[src/rtl/layer_sequencer.sv]
// Per-layer descriptor scheduler: walks a programmable table of channel masks and
// repeat counts, one descriptor per io_layerEnd, for a finite or unbounded number of passes.
module layer_sequencer #(
   parameter int NUM_CH     = 8,
   parameter int MAX_LAYERS = 16,
   parameter int IDX_W      = 4,
   parameter int CNT_W      = 16
) (
   input  logic              io_clk,
   input  logic              io_rst,
   input  logic              io_start,
   input  logic              io_abort,
   input  logic [IDX_W:0]    io_numLayers,
   input  logic [CNT_W-1:0]  io_programLoops,
   input  logic              io_cfgWrEn,
   input  logic [IDX_W-1:0]  io_cfgWrAddr,
   input  logic [NUM_CH-1:0] io_cfgWrMask,
   input  logic [CNT_W-1:0]  io_cfgWrRepeat,
   input  logic              io_cfgWrBase,
   input  logic              io_layerEnd,
   output logic [NUM_CH-1:0] io_layerCfg,
   output logic [CNT_W-1:0]  io_layerCnt,
   output logic              io_BaseLayer,
   output logic [IDX_W-1:0]  io_layerIdx,
   output logic [CNT_W-1:0]  io_loopCount,
   output logic              io_busy,
   output logic              io_done,
   output logic              io_cfgErr
);

   typedef struct packed {
      logic [NUM_CH-1:0] mask;
      logic [CNT_W-1:0]  rep;
      logic              base;
   } desc_t;

   typedef enum logic [1:0] {IDLE, LOAD, RUN, DONE} state_t;

   localparam logic [IDX_W:0] NL_MAX  = (IDX_W+1)'(MAX_LAYERS);
   localparam logic [IDX_W:0] NL_ONE  = (IDX_W+1)'(1);
   localparam logic [CNT_W:0] LC_ONE  = (CNT_W+1)'(1);

   desc_t             tbl_q [MAX_LAYERS];
   desc_t             tbl_d [MAX_LAYERS];
   state_t            state_q, state_d;
   logic [IDX_W-1:0]  idx_q, idx_d;
   logic [CNT_W-1:0]  loop_cnt_q, loop_cnt_d;
   logic [CNT_W-1:0]  loops_q, loops_d;
   logic [IDX_W:0]    num_layers_q, num_layers_d;
   logic [NUM_CH-1:0] cfg_q, cfg_d;
   logic [CNT_W-1:0]  cnt_q, cnt_d;
   logic              base_q, base_d;
   logic              done_q, done_d;
   logic              err_q, err_d;
   logic              busy_q, busy_d;
   desc_t             nxt;
   logic              wr_ok, start_ok, last_layer, last_loop;

   always_comb begin
      tbl_d        = tbl_q;
      state_d      = state_q;
      idx_d        = idx_q;
      loop_cnt_d   = loop_cnt_q;
      loops_d      = loops_q;
      num_layers_d = num_layers_q;

      // table is only writable while idle so the combinational read never races a write
      wr_ok = io_cfgWrEn && (state_q == IDLE) && ({1'b0, io_cfgWrAddr} < NL_MAX);
      err_d = io_cfgWrEn && !wr_ok;
      if (wr_ok) begin
         tbl_d[io_cfgWrAddr] = '{mask: io_cfgWrMask, rep: io_cfgWrRepeat, base: io_cfgWrBase};
      end

      start_ok   = (io_numLayers != '0) && (io_numLayers <= NL_MAX);
      last_layer = ({1'b0, idx_q} == (num_layers_q - NL_ONE));
      last_loop  = (loops_q != '0) && (({1'b0, loop_cnt_q} + LC_ONE) == {1'b0, loops_q});

      case (state_q)
         IDLE: begin
            if (io_start) begin
               if (start_ok) begin
                  state_d      = LOAD;
                  idx_d        = '0;
                  loop_cnt_d   = '0;
                  num_layers_d = io_numLayers;
                  loops_d      = io_programLoops;
               end else begin
                  err_d = 1'b1;
               end
            end
         end
         LOAD: state_d = RUN;
         RUN: begin
            if (io_layerEnd) begin
               if (!last_layer) begin
                  idx_d   = idx_q + IDX_W'(1);
                  state_d = LOAD;
               end else begin
                  loop_cnt_d = (loop_cnt_q == '1) ? loop_cnt_q : loop_cnt_q + CNT_W'(1);
                  if (last_loop) begin
                     state_d = DONE;
                  end else begin
                     idx_d   = '0;
                     state_d = LOAD;
                  end
               end
            end
         end
         DONE:    state_d = IDLE;
         default: state_d = IDLE;
      endcase

      // abort overrides whatever the active state decided, including a same-cycle layer end
      if (io_abort && (state_q != IDLE)) begin
         state_d    = IDLE;
         idx_d      = idx_q;
         loop_cnt_d = loop_cnt_q;
      end

      // outputs are registered from the next state, so LOAD shows the new count one cycle
      // after io_layerEnd and the mask only appears once RUN is entered
      nxt    = tbl_q[idx_d];
      cnt_d  = cnt_q;
      base_d = base_q;
      if (state_d == LOAD) begin
         cnt_d  = nxt.rep;
         base_d = nxt.base;
      end
      cfg_d  = (state_d == RUN) ? nxt.mask : '0;
      done_d = (state_d == DONE);
      busy_d = (state_d != IDLE);
   end

   always_ff @(posedge io_clk or posedge io_rst) begin
      if (io_rst) begin
         tbl_q        <= '{default: '0};
         state_q      <= IDLE;
         idx_q        <= '0;
         loop_cnt_q   <= '0;
         loops_q      <= '0;
         num_layers_q <= '0;
         cfg_q        <= '0;
         cnt_q        <= '0;
         base_q       <= 1'b0;
         done_q       <= 1'b0;
         err_q        <= 1'b0;
         busy_q       <= 1'b0;
      end else begin
         tbl_q        <= tbl_d;
         state_q      <= state_d;
         idx_q        <= idx_d;
         loop_cnt_q   <= loop_cnt_d;
         loops_q      <= loops_d;
         num_layers_q <= num_layers_d;
         cfg_q        <= cfg_d;
         cnt_q        <= cnt_d;
         base_q       <= base_d;
         done_q       <= done_d;
         err_q        <= err_d;
         busy_q       <= busy_d;
      end
   end

   assign io_layerCfg  = cfg_q;
   assign io_layerCnt  = cnt_q;
   assign io_BaseLayer = base_q;
   assign io_layerIdx  = idx_q;
   assign io_loopCount = loop_cnt_q;
   assign io_busy      = busy_q;
   assign io_done      = done_q;
   assign io_cfgErr    = err_q;

endmodule

[config.mk]
export PLATFORM = sky130hd
export DESIGN_NAME = layer_sequencer
export DESIGN_NICKNAME = d
export VERILOG_FILES = /design/src/rtl/layer_sequencer.sv
export SDC_FILE = /design/constraint.sdc
export NUM_CORES = 1
export LEC_CHECK = 0
export BUFFER_PORTS_ARGS = -buffer_cell sky130_fd_sc_hd__buf_2
export CAP_MARGIN = 20
export CORE_AREA = 2 2 247 249
export CTS_CLUSTER_SIZE = 8
export DETAILED_ROUTE_END_ITERATION = 8
export DIE_AREA = 0 0 249 251
export HOLD_SLACK_MARGIN = 0.06
export PLACE_DENSITY = 0.59
export SLEW_MARGIN = 0
export SYNTH_ARGS = -nofsm -noshare
export SYNTH_HDL_FRONTEND = slang
export SYNTH_SLANG_ARGS = --single-unit
[constraint.sdc]
create_clock -name io_clk -period 14.6 [get_ports io_clk]
set_input_delay 0 -clock io_clk [delete_from_list [all_inputs] [get_ports io_clk]]
set_output_delay 0 -clock io_clk [all_outputs]
set_load 0.05 [all_outputs]
==> results of run 1 <==
metrics by stage:
| step | power, W | area [µm²] | utilization | setup slack (ns) |
|---|---|---|---|---|
| floorplan | 0.002453 | 22530 | - | 1.463 |
| global placement | 0.002634 | 23670 | 0.3958 | 9.309 |
| detailed placement | 0.002672 | 23720 | 0.3967 | 9.043 |
| CTS | 0.004135 | 26120 | 0.4369 | 8.997 |
| global route | 0.004311 | 26250 | 0.4390 | 8.694 |
| finish | 0.004105 | 26250 | 0.4390 | 8.960 |
state kept, by name, indices dropped and copies added, names as in the netlist:
name          cells
io_BaseLayer      1
io_busy           1
io_cfgErr         1
io_done           1
io_layerCfg       8
io_layerCnt      16
io_layerIdx       4
io_loopCount     16
loops_q          16
num_layers_q      5
state_q           2
tbl_q           400
kinds of logic after synthesis:
logic type,Yosys count,synth area share
buf+inv,165,0.03238
mux,524,0.2566
xor+xnor,30,0.01233
fa+ha+maj,3,0.001666
compound gates,276,0.09169
simple gates,397,0.08219
flops,471,0.5231
worst max-delay path: cells and delay by family (launching register included):
kind	cells	cell delay (ns)
simple gates	3	1.73
fa+ha+maj	1	0.37
xor+xnor	1	0.21
flops	1	0.44
compound gates	5	0.81
mux	1	0.32
buf+inv	3	1.55
layer usage:
layer	GRT usage	up-vias	part of all wire
li1	-	7031	-
met1	0.2733	8135	0.46
met2	0.3155	477	0.47
met3	0.03251	110	0.048
met4	0.07134	0	0.027
met5	0	-	0
report_power, final:
part	switching (W)	leakage, nW	total (W)	internal [W]
Combinational	0.000398	4.92	0.000821	0.000423
Clock	0.000551	0.930	0.00143	0.000881
Sequential	0.000208	5.93	0.00185	0.00164
final cells by class:
type,count,area [µm²]
clock buffer,75,1844
tap,782,978.4
inverter,12,53.80
clock inverter,4,50.05
timing repair buffer,191,1419
multi-input combinational,1230,10120
fill,5421,33540
sequential,471,11790
how the worst max path moves through the flow:
stage                           startpoint                     endpoint  slack [ns]  cells after the start
6_report       io_loopCount[0]$_DFFE_PP0P_  io_layerCnt[15]$_DFFE_PP0N_        8.96                     14
2_1_floorplan                       io_rst     io_BaseLayer$_DFFE_PP0N_        1.46                      1
3_5_place_dp   io_loopCount[0]$_DFFE_PP0P_  io_layerCnt[15]$_DFFE_PP0N_        9.04                     14
4_1_cts        io_loopCount[0]$_DFFE_PP0P_  io_layerCnt[15]$_DFFE_PP0N_        9.00                     14
3_3_place_gp   io_loopCount[0]$_DFFE_PP0P_  io_layerCnt[15]$_DFFE_PP0N_        9.31                     14
5_1_grt        io_loopCount[0]$_DFFE_PP0P_   io_layerCnt[7]$_DFFE_PP0N_        8.69                     14
cell usage in the layout, fill, tap and decap left out, types with 4 or more instances in the layout:
master and instances:
o211ai_1 13, inv_1 9, buf_2 104, nand2b_1 8
clkbuf_16 73, mux2i_1 95, a21oi_1 29, xor2_1 8
nor4_1 8, o22ai_1 20, nor2_1 30, nor2_4 7
and4_1 4, nor3b_1 4, nand3_1 60, dlygate4sd3_1 51
xnor2_1 21, o21ai_0 43, dfrtp_1 471, nand4_1 18
a22o_1 35, a221o_1 68, o31ai_1 7, and3_1 4
buf_4 29, buf_16 4, nand2_1 211, mux2_2 429
and2_1 4, nor3_1 8, a31oi_1 37
==> qor.csv, run 1 <==
metric,value,unit
Hold Slack,0.05684,ns
cts hold-fix bufs,51,
share of post-route cells with drive strength above 1,0.3414,
clk sinks,471,
maximum clock path buffer count,3,
fin. max-slew vios,0,
CP Data Required Time,15.08,ns
post-route DRC violation count,0,
Port Buffers,103,
Final HPWL DP,36340,µm
ant diodes,0,
Yosys warning count,0,
Core Box Area,0.05979,mm²
Routed WL,61540,µm
Site Rows,90,
Layout Skew,0.02266,ns
CP Capture Type,flip-flop,
GP Congestion,0.8853,
synth cell count leaders,"dfrtp_1 (471), mux2_2 (429), nand2_1 (211), clkbuf_1 (113), mux2i_1 (95)",
r2r setup slk,8.96,ns
slew margin rel.,0.2210,
Least-Margin Pin Slew,1.168,ns
Worst VDD drop,0.06741,mV
mapped cell area,0.02253,mm²
total track usage,0.1981,
CTS resizes,0,
Worst path slowest cell,nor4_1,
Final Non-Filler Cells,2765,
crit-path max cell delay,0.84,ns
Final Hold Vio Count,0,
Starting Density,0.3768,
largest net degree at the start of global routing,86,
Die H,251,µm
Pleak,11.78,nW
"Seq/Total Area, Yosys",0.5231,
"Clk Latency, worst-skew pair",0.59,ns
most frequent cell after synthesis,dfrtp_1,
root buf cell,clkbuf_16,
first-pass GRT wire length,96740,µm
fin crit period,5.640,ns
register bit total from synthesis,471,
vias in the first global route,16176,
Placed Cells,2630,
Congestion Overflow GR,0,
Worst Path Arrival,6.12,ns
initial antenna violation count,0,
synth top area cells,"dfrtp_1 (52%), mux2_2 (21%), mux2i_1 (4.2%)",
leading area contributor after synthesis,dfrtp_1,
Syn-to-layout area delta,16.52,%
Via density,5.697,
CP Launch Type,flip-flop,
syn_nets,1925,
RR Startpoint,io_loopCount[0]$_DFFE_PP0P_,
Die X,249,µm
Worst Hold Class,primary input to asynchronous set/reset pin,
die area,0.06250,mm²
ys async rst share,1.000,
post-synthesis cell type count,66,
CTS tree,built,
max-cap viol count,0,
ys flop type,dfrtp_1,
Detail Route Antenna Nets,0,
Mapped Cells,1866,
RSZ-0062 raised after global routing,no,
post-CTS setup buffer count,0,
CP max FO,63,
worst flop-to-flop path endpoint,io_layerCnt[15]$_DFFE_PP0N_,
period utilization,0.3863,
H-Tree Level Count,3,
CTS Buf Count,69,
I/O Pins,104,
WS Path Type,flip-flop to flip-flop,
Syn Area/Cell,12.07,µm²
worst-path cell chain,ha_1 > nand4_2 > or4_4 > xnor2_1 > o211ai_1 > nor4_1 > o21bai_4 > buf_4 > clkinv_2 > buf_4 > mux2i_1 > a221o_1 > a21oi_1 > a221o_1,
"EDFF count, synth",0,
top cell type's share of synthesized area,0.5231,
Nets,2034,
Power per Cell Area,156.4,mW/mm²
DR vias,15753,
TritonRoute pass-1 iters,5,
iteration-0 DRC count of the detailed router,1127,
"Clk pin slew, worst setup/hold paths",0.05,ns
setup_tns,0,ns
setup violators final,0,
routed length per instance,22.26,µm
R2R cell count,14,
status,"finished, final reports clean",
fmax,177.3,MHz
Power figures use the tool's default switching activity.
==> inputs of run 2 (changes only) <==
--- a/config.mk
+++ b/config.mk
@@ -12,7 +12,7 @@
 export DETAILED_ROUTE_END_ITERATION = 8
 export DIE_AREA = 0 0 249 251
 export HOLD_SLACK_MARGIN = 0.06
-export PLACE_DENSITY = 0.59
+export PLACE_DENSITY = 0.61
 export SLEW_MARGIN = 0
 export SYNTH_ARGS = -nofsm -noshare
 export SYNTH_HDL_FRONTEND = slang
==> constraint.sdc (replaced) <==
create_clock -name io_clk -period 4.64 [get_ports io_clk]
set_input_delay 0 -clock io_clk [delete_from_list [all_inputs] [get_ports io_clk]]
set_output_delay 0 -clock io_clk [all_outputs]
set_load 0.05 [all_outputs]
==> run 2 against run 1 <==
  * Worst hold slack improved by 0.038 ns
  * Sequential share of layout area is 0.28 points lower
  * First-iteration DRC count is 19% higher
  * Clock-buffer cell count shrank 5
  * Routed wire length increased by 1.2%
==> qor.csv, run 2 (synthesis results as in run 1) <==
metric,value,unit
WS Path Type,flip-flop to flip-flop,
Starting Density,0.3768,
Clock power frac,0.342,
Biggest register,tbl_q,
max-cap viol count,0,
root buf cell,clkbuf_16,
fin. max-slew vios,0,
RSZ-0062 raised after global routing,no,
CTS Buf Count,69,
"commonest cells after routing, fill and taps aside","dfrtp_1 (471), mux2_2 (429), nand2_1 (211)",
GP Congestion,0.8970,
worst hold stages,4,
Worst Path Arrival,4.94,ns
Worst VDD drop,0.2398,mV
filler cell count,5364,
slew margin rel.,0.2280,
H-Tree Level Count,3,
met1 Usage GRT,0.2713,
initial antenna violation count,1,
area of the multi-input gates,0.01012,mm²
pre-CTS setup slack,0.2715,ns
CTS tree,built,
fin worst setup slack,0.2359,ns
setup violators final,0,
CP max FO,8,
CP Capture Type,flip-flop,
CP Data Required Time,5.18,ns
GR peak layer,met2,
Site Rows,90,
Hold Slack,0.09508,ns
Die H,251,µm
GR Util met2,0.3156,
RR Startpoint,io_loopCount[0]$_DFFE_PP0P_,
clk sinks,471,
die area,0.06250,mm²
Final Non-Filler Cells,2793,
period utilization,0.9492,
Worst path slowest cell,or4_1,
"Clk Latency, worst-skew pair",0.60,ns
largest net degree at the start of global routing,152,
Congestion Overflow GR,0,
iteration-0 DRC count of the detailed router,1339,
Worst Hold Class,primary input to flip-flop,
routed length per instance,22.29,µm
Via density,5.747,
fin crit period,4.404,ns
total track usage,0.1981,
Die X,249,µm
post-route DRC violation count,0,
ant diodes,0,
vias in the first global route,16327,
FF/Latch Area,0.01179,mm²
maximum clock path buffer count,3,
Power per Cell Area,485.0,mW/mm²
Final Hold Vio Count,0,
Worst Path Buf+Inv,2,
P_sw,0.003668,W
worst-path cell chain,ha_1 > nand4_2 > or4_4 > xnor2_1 > or4b_1 > or4_1 > a21oi_1 > o21bai_1 > dlygate4sd3_1 > nor2_1 > dlygate4sd3_1,
fmax,227.1,MHz
Core Box Area,0.05979,mm²
Final Power,0.01281,W
Comb pwr share,0.203,
Syn-to-layout area delta,17.27,%
Pleak,11.83,nW
I/O Pins,104,
Port Buffers,103,
worst flop-to-flop path endpoint,io_done$_DFF_PP0_,
Most common cell on crit path,dlygate4sd3_1,
number of flip-flops in the largest register,400,
Detail Route Antenna Nets,0,
first-pass GRT wire length,96520,µm
crit-path max cell delay,0.62,ns
Top delay family on crit path,simple AND/OR/NAND/NOR gates,
WHS Endpoint,io_busy$_DFF_PP0_,
R2R cell count,11,
Routed WL,62260,µm
"Clk pin slew, worst setup/hold paths",0.06,ns
Placed Cells,2649,
Layout Skew,0.02684,ns
post-CTS setup buffer count,0,
Final HPWL DP,36840,µm
Int Pwr,0.009145,W
CP Launch Type,flip-flop,
share of post-route cells with drive strength above 1,0.3426,
worst hold start,io_layerEnd,
TritonRoute pass-1 iters,5,
DR vias,16050,
status,"finished, final reports clean",
GR Util met3,0.03583,
"most common cell after layout, fill and taps aside",dfrtp_1,
Least-Margin Pin Slew,1.157,ns
Sw Ratio,0.2863,
Nets,2064,
Reg power frac,0.455,
r2r setup slk,0.24,ns
==> run 2: metrics by stage <==
step	setup TNS [ns]	utilization	instance area (µm²)
floorplan	-819.00	-	22530
global placement	0	0.4001	23920
detailed placement	0	0.4004	23940
CTS	0	0.4418	26420
global route	0	0.4419	26420
finish	0	0.4419	26420
==> run 2: worst max-delay path by stage <==
| stage | from | endpoint | cells after the start |
|---|---|---|---|
| CTS | io_loopCount[0]$_DFFE_PP0P_ | io_layerCnt[7]$_DFFE_PP0N_ | 11 |
| floorplan | io_rst | io_BaseLayer$_DFFE_PP0N_ | 1 |
| finish | io_loopCount[0]$_DFFE_PP0P_ | io_done$_DFF_PP0_ | 11 |
| global placement | io_loopCount[0]$_DFFE_PP0P_ | io_layerCnt[11]$_DFFE_PP0N_ | 11 |
| global route | io_loopCount[0]$_DFFE_PP0P_ | io_layerCfg[6]$_DFF_PP0_ | 12 |
| detailed placement | io_loopCount[0]$_DFFE_PP0P_ | io_layerCnt[10]$_DFFE_PP0N_ | 11 |
==> run 2: what timing repair did <==
item                       4_1_cts  5_1_grt
hold buffers                    67        0
setup endpoints to repair        0        4
resized for setup                0        1
hold endpoints to repair       458        0
==> run 2: power groups by stage <==
stage | clock [W] | combinational (W) | sequential [W]
5_1_grt | 0.00465 | 0.00283 | 0.00595
4_1_cts | 0.00447 | 0.00262 | 0.00582
3_5_place_dp | 0 | 0.00256 | 0.00587
6_report | 0.00438 | 0.00260 | 0.00583
3_3_place_gp | 0 | 0.00249 | 0.00581
2_1_floorplan | 0 | 0.00182 | 0.00591
==> run 2: area by class of cell <==
type                       instances  share of cell area
clock buffer                      70             0.06550
timing repair buffer             221             0.06365
sequential                       471              0.4461
multi-input combinational       1230              0.3831
inverter                          12            0.001894
clock inverter                     7            0.002699
tap                              782             0.03703
==> run 2: per-layer routing <==
layer | wire length, µm | vias up | share of wire
li1 | - | 7076 | -
met1 | 27760 | 8256 | 0.45
met2 | 28810 | 583 | 0.46
met3 | 3861 | 133 | 0.062
met4 | 1808 | 2 | 0.029
met5 | 13 | - | 0.00021
==> run 2: worst min-delay path, stage by stage <==
cell and delay (ns):
buf_2 0.13, nor3b_1 0.19, nor2_1 0.24, nand2_1 0.08
==> inputs of run 3 (changes only) <==
--- a/config.mk
+++ b/config.mk
@@ -5,6 +5,7 @@
 export SDC_FILE = /design/constraint.sdc
 export NUM_CORES = 1
 export LEC_CHECK = 0
+export ABC_AREA = 1
 export BUFFER_PORTS_ARGS = -buffer_cell sky130_fd_sc_hd__buf_2
 export CAP_MARGIN = 20
 export CORE_AREA = 2 2 247 249
@@ -17,3 +18,4 @@
 export SYNTH_ARGS = -nofsm -noshare
 export SYNTH_HDL_FRONTEND = slang
 export SYNTH_SLANG_ARGS = --single-unit
+export TNS_END_PERCENT = 30
==> run 3 against run 2 <==
  * First-iteration DRC count grew 45%
  * Worst setup slack gained 0.70 ns
  * Design area shrank 1.6%
  * Die area is the same
  * Critical endpoint is now io_layerCfg[1]$_DFF_PP0_
==> qor.csv, run 3 <==
metric,value,unit
Site Rows,90,
initial antenna violation count,0,
DR vias,19907,
CP Capture Type,flip-flop,
synth cell count leaders,"nand2_1 (1081), dfrtp_1 (471), o21ai_0 (411), nand3_1 (389), clkbuf_1 (142)",
iteration-0 DRC count of the detailed router,1947,
Final Hold Vio Count,0,
status,"finished, final reports clean",
ys async rst share,1.000,
Detail Route Antenna Nets,0,
post-synthesis cell type count,36,
Layout Skew,0.03312,ns
first-pass GRT wire length,111600,µm
mapped cell area,0.02251,mm²
"Clk pin slew, worst setup/hold paths",0.05,ns
post-route DRC violation count,0,
ant diodes,0,
Clock power frac,0.350,
Biggest register,tbl_q,
ys flop type,dfrtp_1,
Int Pwr,0.008718,W
setup_tns,0,ns
Nets,3033,
Layout Utilization,0.4348,
P_sw,0.004084,W
Yosys warning count,0,
leading area contributor after synthesis,dfrtp_1,
Routed WL,70980,µm
Hold Slack,0.1288,ns
Worst VDD drop,0.2688,mV
Reg power frac,0.444,
Final HPWL DP,38940,µm
WS Path Type,flip-flop to flip-flop,
Comb pwr share,0.206,
fin. max-slew vios,0,
H-Tree Level Count,3,
Worst Hold Class,primary input to flip-flop,
GP Congestion,0.8720,
largest net degree at the start of global routing,169,
CTS Buf Count,68,
Power per Cell Area,492.5,mW/mm²
total track usage,0.2287,
CP max FO,40,
TritonRoute pass-1 iters,5,
fin crit period,3.706,ns
"EDFF count, synth",0,
"Seq/Total Area, Yosys",0.5236,
number of flip-flops in the largest register,400,
fmax,269.8,MHz
Congestion Overflow GR,0,
setup violators final,0,
register bit total from synthesis,471,
Port Buffers,103,
synth top area cells,"dfrtp_1 (52%), nand2_1 (18%), o21ai_0 (9.1%)",
Core Box Area,0.05979,mm²
most frequent cell after synthesis,nand2_1,
top cell type's share of synthesized area,0.5236,
maximum clock path buffer count,3,
"commonest cells after routing, fill and taps aside","nand2_1 (1069), dfrtp_1 (471), o21ai_0 (411)",
Worst Path Arrival,4.19,ns
syn_nets,2972,
I/O Pins,104,
Least-Margin Pin Slew,1.078,ns
Final Non-Filler Cells,3762,
"Clk Latency, worst-skew pair",0.62,ns
CP Data Required Time,5.12,ns
period utilization,0.7987,
Syn-to-layout area delta,15.49,%
share of post-route cells with drive strength above 1,0.08859,
Pleak,12.69,nW
CP Launch Type,flip-flop,
root buf cell,clkbuf_16,
Die H,251,µm
max-cap viol count,0,
clk sinks,471,
CTS tree,built,
Starting Density,0.3764,
Sw Ratio,0.3190,
vias in the first global route,19160,
Mapped Cells,2913,
Placed Cells,3631,
RSZ-0062 raised after global routing,no,
die area,0.06250,mm²
Die X,249,µm
Via density,5.292,
"most common cell after layout, fill and taps aside",nand2_1,
routed length per instance,18.87,µm
Syn Area/Cell,7.727,µm²
slew margin rel.,0.2787,
==> run 3: per-stage QoR <==
step	power (W)	worst slack, ns	instance area, µm²
2_1_floorplan	0.007628	-1.739	22510
3_3_place_gp	0.008287	0.9809	23580
3_5_place_dp	0.008344	0.9581	23580
4_1_cts	0.01291	0.8981	26000
5_1_grt	0.01360	0.5465	26000
6_report	0.01280	0.9341	26000
==> run 3: repair_timing <==
action / in CTS / in global routing
gates resized for setup: 0 / 0
setup buffers: 0 / 0
hold buffers: 55 / 0
endpoints found under the hold margin: 613 / 0
==> run 3: critical path: stages (launching register included) <==
cell and delay (ns):
dfrtp_1 0.37, inv_1 0.10, ha_1 0.31, xnor2_1 0.12, nor2_1 0.10, nand3_1 0.10
nor2_1 0.28, nand2_1 0.08, inv_1 0.06, nand2_1 0.04, nor2_1 0.11, nand3_1 0.10
nand2_1 0.10, nand3_1 0.08, nand2_2 0.10, nand2_1 0.09, nand2_4 0.44, buf_4 0.50
nand3_1 0.12, nand3_1 0.11, nand3_1 0.08, nand2_1 0.08, nor2_1 0.04
==> run 3: cells by family after synthesis <==
group,Yosys count,synth area share
AO/OA/AOI/OAI,508,0.1160
adder cells (fa/ha/maj),3,0.001668
buffers and inverters,313,0.06103
flip-flops,471,0.5236
AND/OR/NAND/NOR,1609,0.2935
multiplexers,1,0.0005002
XOR/XNOR,8,0.003724
==> run 3: layer usage <==
metal,vias to the layer above,routed length (µm),GRT usage
met4,0,2619,0.08537
li1,9579,-,-
met1,9538,31870,0.3119
met5,-,0,0
met2,645,32050,0.3642
met3,145,4443,0.04121
==> run 3: cell type report <==
class / instances / area, µm²
repair buffers: 207 / 1546
clock buffers: 69 / 1705
inverters: 97 / 367.9
fillers: 6031 / 33800
well taps: 782 / 978.4
multi-input cells: 2129 / 9450
flip-flops and latches: 471 / 11790
clock inverters: 7 / 161.4
==> run 3: path summary, 6_finish.rpt <==
kind	from	endpoint	slack, ns	depth (start not counted)
max in group asynchronous	io_rst	tbl_q[98]$_DFFE_PP0P_	2.58	6
min in group asynchronous	io_rst	io_loopCount[13]$_DFFE_PP0P_	0.57	4
worst max register to register	num_layers_q[0]$_DFFE_PP0P_	io_layerCfg[1]$_DFF_PP0_	0.93	22
worst min register to register	io_layerCnt[4]$_DFFE_PP0N_	io_layerCnt[4]$_DFFE_PP0N_	0.47	2
worst min-delay path	io_cfgWrAddr[3]	tbl_q[166]$_DFFE_PP0P_	0.13	4
worst max-delay path	num_layers_q[0]$_DFFE_PP0P_	io_layerCfg[1]$_DFF_PP0_	0.93	22
==> run 3: power by group through the flow <==
| stage | sequential (W) | combinational (W) | clock, W |
|---|---|---|---|
| finish | 0.00569 | 0.00264 | 0.00448 |
| floorplan | 0.00581 | 0.00182 | 0 |
| global route | 0.00580 | 0.00305 | 0.00476 |
| CTS | 0.00568 | 0.00266 | 0.00457 |
| detailed placement | 0.00572 | 0.00262 | 0 |
| global placement | 0.00572 | 0.00257 | 0 |
